$ cat src/rtl/serial_adder.sv
// Bit-serial adder/subtractor: one full-adder slice plus a carry flop, LSB first.
// Takes WIDTH cycles per operation. Results are registered and held until the next done pulse.
module serial_adder #(
  parameter int WIDTH  = 8,
  parameter int SUB_EN = 1
) (
  input  logic             clk,
  input  logic             rst,
  input  logic             start,
  input  logic             sub,
  input  logic [WIDTH-1:0] a,
  input  logic [WIDTH-1:0] b,
  input  logic             cin,
  output logic             busy,
  output logic             done,
  output logic [WIDTH-1:0] sum,
  output logic             carry,
  output logic             overflow
);

  localparam int CW = (WIDTH > 1) ? $clog2(WIDTH) : 1;

  typedef enum logic [1:0] {IDLE, RUN, DONE} state_t;

  state_t           state_q, state_d;
  logic [WIDTH-1:0] a_q, a_d, b_q, b_d, res_q, res_d, sum_q, sum_d;
  logic [CW-1:0]    cnt_q, cnt_d;
  logic             c_q, c_d, busy_q, busy_d, done_q, done_d;
  logic             carry_q, carry_d, ovf_q, ovf_d;
  logic             sub_eff, s_bit, c_next, last_bit;

  always_comb begin
    sub_eff  = (SUB_EN != 0) && sub;
    s_bit    = a_q[0] ^ b_q[0] ^ c_q;
    c_next   = (a_q[0] & b_q[0]) | (a_q[0] & c_q) | (b_q[0] & c_q);
    last_bit = (cnt_q == CW'(WIDTH - 1));

    state_d = state_q;
    a_d     = a_q;
    b_d     = b_q;
    res_d   = res_q;
    cnt_d   = cnt_q;
    c_d     = c_q;
    busy_d  = busy_q;
    done_d  = 1'b0;
    sum_d   = sum_q;
    carry_d = carry_q;
    ovf_d   = ovf_q;

    case (state_q)
      IDLE, DONE: begin
        if (start) begin
          // Subtract is a + ~b + 1; the borrow-in is folded into the inverted carry.
          state_d = RUN;
          a_d     = a;
          b_d     = sub_eff ? ~b : b;
          c_d     = sub_eff ? ~cin : cin;
          cnt_d   = '0;
          busy_d  = 1'b1;
        end else begin
          state_d = IDLE;
          busy_d  = 1'b0;
        end
      end
      RUN: begin
        a_d   = a_q >> 1;
        b_d   = b_q >> 1;
        res_d = {s_bit, res_q[WIDTH-1:1]};
        c_d   = c_next;
        cnt_d = cnt_q + CW'(1);
        if (last_bit) begin
          // c_q here is the carry into the MSB, c_next the carry out of it.
          state_d = DONE;
          busy_d  = 1'b0;
          done_d  = 1'b1;
          sum_d   = {s_bit, res_q[WIDTH-1:1]};
          carry_d = c_next;
          ovf_d   = c_q ^ c_next;
        end
      end
      default: begin
        state_d = IDLE;
        busy_d  = 1'b0;
      end
    endcase
  end

  always_ff @(posedge clk or posedge rst) begin
    if (rst) begin
      state_q <= IDLE;
      a_q     <= '0;
      b_q     <= '0;
      res_q   <= '0;
      cnt_q   <= '0;
      c_q     <= 1'b0;
      busy_q  <= 1'b0;
      done_q  <= 1'b0;
      sum_q   <= '0;
      carry_q <= 1'b0;
      ovf_q   <= 1'b0;
    end else begin
      state_q <= state_d;
      a_q     <= a_d;
      b_q     <= b_d;
      res_q   <= res_d;
      cnt_q   <= cnt_d;
      c_q     <= c_d;
      busy_q  <= busy_d;
      done_q  <= done_d;
      sum_q   <= sum_d;
      carry_q <= carry_d;
      ovf_q   <= ovf_d;
    end
  end

  assign busy     = busy_q;
  assign done     = done_q;
  assign sum      = sum_q;
  assign carry    = carry_q;
  assign overflow = ovf_q;

endmodule
$ cat config.mk
export PLATFORM = sky130hd
export DESIGN_NAME = serial_adder
export DESIGN_NICKNAME = d
export VERILOG_FILES = /design/src/rtl/serial_adder.sv
export SDC_FILE = /design/constraint.sdc
export NUM_CORES = 1
export LEC_CHECK = 0
export ABC_AREA = 1
export CORE_AREA = 4 4 67 69
export CTS_CLUSTER_DIAMETER = 120
export DETAILED_ROUTE_END_ITERATION = 8
export DIE_AREA = 0 0 71 73
export HOLD_SLACK_MARGIN = 0.02
export PLACE_DENSITY = 0.74
export SYNTH_ARGS = -nofsm -noshare
export SYNTH_HDL_FRONTEND = slang
export SYNTH_SLANG_ARGS = --single-unit
$ cat constraint.sdc
create_clock -name clk -period 1.85 [get_ports clk]
set_input_delay 0.555 -clock clk [delete_from_list [all_inputs] [get_ports clk]]
set_output_delay 0.555 -clock clk [all_outputs]
set_load 0.02 [all_outputs]
== Yosys cells after proc, flatten, opt, wreduce, memory -nomap -nowiden ==
Index checks and enable logic that the tools add are counted.
Storage, ports and cells
  register bits: 42
  bits in latches: 0
  RAM bits: 0
  bits in read-only memories: 0
  input bits: 21
  output and inout bits: 12
  logic and storage cells: 50
  memories kept: 0
Cells by class
  add/sub/neg operators: 1
  multiply operators: 0
  div/mod/pow operators: 0
  order comparisons: 0
  eq/ne operators: 5
  shift operators: 0
  muxes and demuxes: 18
  bitwise gates (word level): 10
  reduce and logical (&&, ||, !) cells: 5
Operators by type and width (number)
  $pmux W8 S2: 2
  $mux W8: 3
  $not A8 Y8: 1
  $mux W1: 7
  $pmux W3 S2: 1
  $ne A2 B2 Y1 const B: 2
  $pmux W1 S2: 2
  $pmux W2 S2: 1
  $reduce_and A2 Y1: 2
  $add A3 B1 Y3 const B: 1
  $and A1 B1 Y1: 3
  $eq A3 B3 Y1 const B: 1
  $mux W3: 1
  $xor A1 B1 Y1: 3
  $eq A2 B1 Y1 const B: 1
  $eq A2 B2 Y1 const B: 1
  $logic_not A2 Y1: 1
  $mux W2: 1
  $or A1 B1 Y1: 2
  $reduce_bool A2 Y1: 1
  $reduce_or A2 Y1: 1
  $not A1 Y1: 1

== Depth between registers and ports, before layout ==
  depth after elaboration: 4
  depth in mapped cells: 8
  mapped depth without buffers: 6

== Worst setup path before layout ==
No wires, ideal clock.
  path type: register -> register
  from: register cnt_q[0]
  to: register sum_q[7] (netlist: sum[7])
  setup time: 117 ps
  data arrival time: 1168 ps
  data required time: 1733 ps
  slack: 565 ps
  cell stages (with the launch flop): 8
  buffers on the path: 1
  clock period less this slack: 1285 ps
  path through: dfrtp_1 ha_1 ha_1 inv_2 nor2_4 buf_4 nand2_1 nand2_1
Between the ends
  longest elaborated chain between the ends: 2
Ends and longest elaborated chain
  from (decl): RTL line 27  | logic [CW-1:0] cnt_q, cnt_d;
  from (signal assigned): RTL line 106  | cnt_q <= cnt_d;
  $eq A3 B3 Y1: RTL line 36  | last_bit = (cnt_q == CW'(WIDTH - 1));
  $reduce_and A2 Y1 (no line)
  to (signal assigned): RTL line 110  | sum_q <= sum_d;
  to (decl): RTL line 26  | logic [WIDTH-1:0] a_q, a_d, b_q, b_d, res_q, res_d, sum_q, sum_d;
No other way between the ends.
A chain may end at the register's enable or synchronous reset.

== Final worst setup path ==
  from: register ovf_q (netlist: overflow)
  to: output overflow
RTL lines
  from (decl): RTL line 29  | logic carry_q, carry_d, ovf_q, ovf_d;
  from (signal assigned): RTL line 112  | ovf_q <= ovf_d;
  to (decl): RTL line 18  | output logic overflow
No word-level cell between the ends.

==> flow_summary.html <==
<table>
<tr><th>Metric</th><th>Value</th></tr>
<tr><th colspan="2">Drt</th></tr>
<tr><td>Starting DRC count in detailed routing</td><td>82</td></tr>
<tr><td>Highest signal layer in the routed design</td><td>met4</td></tr>
<tr><td>Count of unresolved DRC violations after routing</td><td>0</td></tr>
<tr><td>Total length of routed met3 wires</td><td>149 um</td></tr>
<tr><td>Total vias in the final route</td><td>1,501</td></tr>
<tr><td>ANT nets after route</td><td>0</td></tr>
<tr><td>Total Routed Length</td><td>3390 um</td></tr>
<tr><td>Post-DR vias/cell</td><td>4.68</td></tr>
<tr><td>DR WL met2</td><td>1550 um</td></tr>
<tr><td>Routed wirelength normalized by instance count</td><td>10.6 um</td></tr>
<tr><td>First-pass DRT Iterations</td><td>4</td></tr>
<tr><td>M1 wire length</td><td>1670 um</td></tr>
<tr><th colspan="2">Synth</th></tr>
<tr><td>Synthesized netlist cell count</td><td>235</td></tr>
<tr><td>Post-Synth Simple-Gate Area</td><td>34.4%</td></tr>
<tr><td>Synth Area in Adders</td><td>2.32%</td></tr>
<tr><td>Mean cell area of the mapped netlist</td><td>8.27 um2</td></tr>
<tr><td>Synthesized-area fraction occupied by ao, oa, aoi and oai cells</td><td>1.03%</td></tr>
<tr><td>Largest family of logic cells by synthesized area</td><td>simple AND/OR/NAND/NOR gates</td></tr>
<tr><td>Post-synthesis cell area</td><td>1940 um2</td></tr>
<tr><td>Net count of the mapped netlist</td><td>259</td></tr>
<tr><td>Share of synthesized area occupied by flip-flops and latches</td><td>52.8%</td></tr>
<tr><td>Register bit total from synthesis</td><td>41</td></tr>
<tr><td>Yosys warnings</td><td>0</td></tr>
<tr><td>Share of synthesized area spent on multiplexers</td><td>0%</td></tr>
<tr><td>Xor and xnor fraction of the mapped netlist area</td><td>0.901%</td></tr>
<tr><td>Post-synth cell types</td><td>20</td></tr>
<tr><th colspan="2">Global routing</th></tr>
<tr><td>Initial antenna violation count</td><td>0</td></tr>
<tr><td>Remaining Overflow, GRT</td><td>0</td></tr>
<tr><td>Maximum number of pins on one net before global-route repair</td><td>42</td></tr>
<tr><td>First-pass GRT wire length</td><td>5950 um</td></tr>
<tr><td>Via count of the first global-routing pass</td><td>1,369</td></tr>
<tr><td>GRT Total Usage</td><td>14.4%</td></tr>
<tr><th colspan="2">Timing</th></tr>
<tr><td>Final count of pins violating max slew</td><td>0</td></tr>
<tr><td>Final period utilization</td><td>97.3%</td></tr>
<tr><td>Setup repair after global routing missed its margin</td><td>no</td></tr>
<tr><td>Final Hold Violating Endpoints</td><td>0</td></tr>
<tr><td>Fmax</td><td>0.556 GHz</td></tr>
<tr><td>WHS</td><td>477 ps</td></tr>
<tr><td>Number of endpoints failing setup at the final stage</td><td>0</td></tr>
<tr><td>Max-slew headroom at the worst pin</td><td>75.4%</td></tr>
<tr><td>Slew at the pin closest to its max-slew limit</td><td>369 ps</td></tr>
<tr><td>Skew final</td><td>8.06 ps</td></tr>
<tr><td>Setup TNS</td><td>0 ps</td></tr>
<tr><td>Period minus WS final</td><td>1800 ps</td></tr>
<tr><th colspan="2">Worst setup path</th></tr>
<tr><td>Crit path launch type</td><td>register</td></tr>
<tr><td>Highest net fanout along the worst path</td><td>2</td></tr>
<tr><td>Critical setup path kind</td><td>register to primary output</td></tr>
<tr><td>Cell breakdown of the critical path</td><td>clkdlybuf4s50_1</td></tr>
<tr><td>Critical path's top delay family</td><td>buffers and inverters</td></tr>
<tr><td>Longest individual stage delay on the worst path</td><td>600 ps</td></tr>
<tr><td>Required time at the worst-slack endpoint</td><td>1290 ps</td></tr>
<tr><td>Type of element capturing the critical path</td><td>primary output</td></tr>
<tr><td>WP data arrival</td><td>1240 ps</td></tr>
<tr><td>Buffering stage count on the worst path with inverters included</td><td>1</td></tr>
<tr><td>Critical path's slowest cell</td><td>sky130_fd_sc_hd__clkdlybuf4s50_1</td></tr>
<tr><th colspan="2">Die</th></tr>
<tr><td>Cell row count</td><td>23</td></tr>
<tr><td>Core region area</td><td>3910 um2</td></tr>
<tr><td>Initial Util</td><td>49.6%</td></tr>
<tr><td>Die extent in y</td><td>73 um</td></tr>
<tr><td>Die Span X</td><td>71 um</td></tr>
<tr><td>Die Outline Area</td><td>5180 um2</td></tr>
<tr><td>Num ports</td><td>33</td></tr>
<tr><th colspan="2">CTS</th></tr>
<tr><td>Clock Root Buffer</td><td>sky130_fd_sc_hd__clkbuf_8</td></tr>
<tr><td>Clock buffers created by TritonCTS</td><td>5</td></tr>
<tr><td>Clk Latency, worst-skew pair</td><td>280 ps</td></tr>
<tr><td>Number of setup buffers added after CTS</td><td>0</td></tr>
<tr><td>Clock-pin slew on the worst setup and hold paths</td><td>80 ps</td></tr>
<tr><td>CTS tree</td><td>built</td></tr>
<tr><td>Number of buffers on the longest clock path</td><td>2</td></tr>
<tr><td>CTS H-Tree Depth</td><td>2</td></tr>
<tr><td>CTS Sinks</td><td>41</td></tr>
<tr><td>Count of hold buffers inserted by post-cts repair</td><td>0</td></tr>
<tr><th colspan="2">Power and ir drop</th></tr>
<tr><td>Static leakage power</td><td>1.27 nW</td></tr>
<tr><td>Pwr/cell area</td><td>1540 nW/um2</td></tr>
<tr><td>Peak VDD IR</td><td>0.575 mV</td></tr>
<tr><td>Post-layout total power</td><td>3.68 mW</td></tr>
<tr><th colspan="2">Final layout</th></tr>
<tr><td>Final-stage net count</td><td>294</td></tr>
<tr><td>Post-synthesis to final-layout area growth</td><td>22.7%</td></tr>
<tr><td>Ant diodes</td><td>0</td></tr>
<tr><td>Share of post-route cells with drive strength above 1</td><td>8.49%</td></tr>
<tr><td>Register cell area after layout</td><td>1030 um2</td></tr>
<tr><td>Area of the multi-input gates</td><td>752 um2</td></tr>
<tr><td>Number of inserted filler cells in the final layout</td><td>377</td></tr>
<tr><td>Most common cell after layout, fill and taps aside</td><td>sky130_fd_sc_hd__nand2_1</td></tr>
<tr><td>Leading cell types in the layout, fill and taps excluded</td><td>sky130_fd_sc_hd__nand2_1, sky130_fd_sc_hd__dfrtp_1, sky130_fd_sc_hd__nand3_1</td></tr>
<tr><th colspan="2">Placement</th></tr>
<tr><td>Half-perimeter wire length after detailed placement</td><td>2480 um</td></tr>
<tr><td>Input/output buffers</td><td>32</td></tr>
<tr><td>Routability congestion estimate</td><td>0.770</td></tr>
<tr><th colspan="2">Outcome</th></tr>
<tr><td>Run status</td><td>completed</td></tr>
<tr><th colspan="2">Worst hold path</th></tr>
<tr><td>Min-Delay Path Class</td><td>register to register</td></tr>
<tr><th colspan="2">Run</th></tr>
<tr><td>Count of maximum capacitance violations</td><td>0</td></tr>
</table>
[final timing paths]
path	from	end	slack, ps	cells past startpoint
max	overflow	overflow	50	1
min	sum[5]	sum[5]	480	2
max reg2reg	a_q[0]	overflow	550	4
min reg2reg	sum[5]	sum[5]	480	2
max in group asynchronous	rst	b_q[0]	1030	3
min in group asynchronous	rst	a_q[0]	630	3
[power breakdown]
group	switching, mW	internal [mW]	total [mW]
logic	0.933	0.660	1.59
registers	0.238	1.30	1.54
clock network	0.287	0.261	0.548
[kinds of logic (layout without fill, tap and decap cells)]
| kind of cell | after synthesis | in the layout |
|---|---|---|
| buffers and inverters | 32 | 68 |
| AO/OA/AOI/OAI | 4 | 4 |
| adder cells (fa/ha/maj) | 3 | 3 |
| flip-flops | 41 | 41 |
| XOR/XNOR | 2 | 2 |
| AND/OR/NAND/NOR | 153 | 153 |
[per-layer routing]
metal / up-vias / GRT usage (%)
li1: 799 / -
met1: 665 / 18.8
met2: 35 / 23.6
met3: 2 / 3.72
met4: 0 / 4.38
met5: - / 0
[registers in the layout, summed over array words and instances, names as in the netlist]
register,count
a_q,8
b_q,8
busy,1
c_q,1
carry,1
cnt_q,3
done,1
overflow,1
res_q,7
state_q,2
sum,8
[per-stage QoR]
stage               cell area (um2)  utilization, %  cells  setup slack, ps
finish                         2380            60.9    321             50.1
global route                   2380            60.9    321            0.379
CTS                            2380            60.8    321             27.7
detailed placement             2300            58.8    313              105
global placement               2300            58.8    313              121
floorplan                      1940               -    235              349
[cell usage after synthesis (all sizes together)]
| cell type | n | area share (%) |
|---|---|---|
| nand3 | 39 | 10 |
| dfrtp | 41 | 53 |
| nand2 | 109 | 23 |
| a21oi | 1 | 0.26 |
| nor2 | 5 | 1.9 |
| fa | 1 | 1.0 |
| ha | 2 | 1.3 |
| xor2 | 2 | 0.90 |
| o21ai | 3 | 0.77 |
| inv | 23 | 4.6 |
| buf | 9 | 3.9 |
[cell type report]
cell class | count | share of cell area (%)
Timing Repair Buffer | 37 | 15.6
Sequential cell | 41 | 43.0
Tap cell | 50 | 2.62
Multi-Input combinational cell | 162 | 31.5
Clock buffer | 6 | 3.04
Inverter | 23 | 3.73
Clock inverter | 2 | 0.420
[what timing repair did]
action | in CTS | in global routing
gates cloned | 0 | 0
pin swaps | 0 | 0
resized for setup | 1 | 1
endpoints found under the setup margin | 1 | 1
No activity file was read; power rests on OpenSTA's default activity.
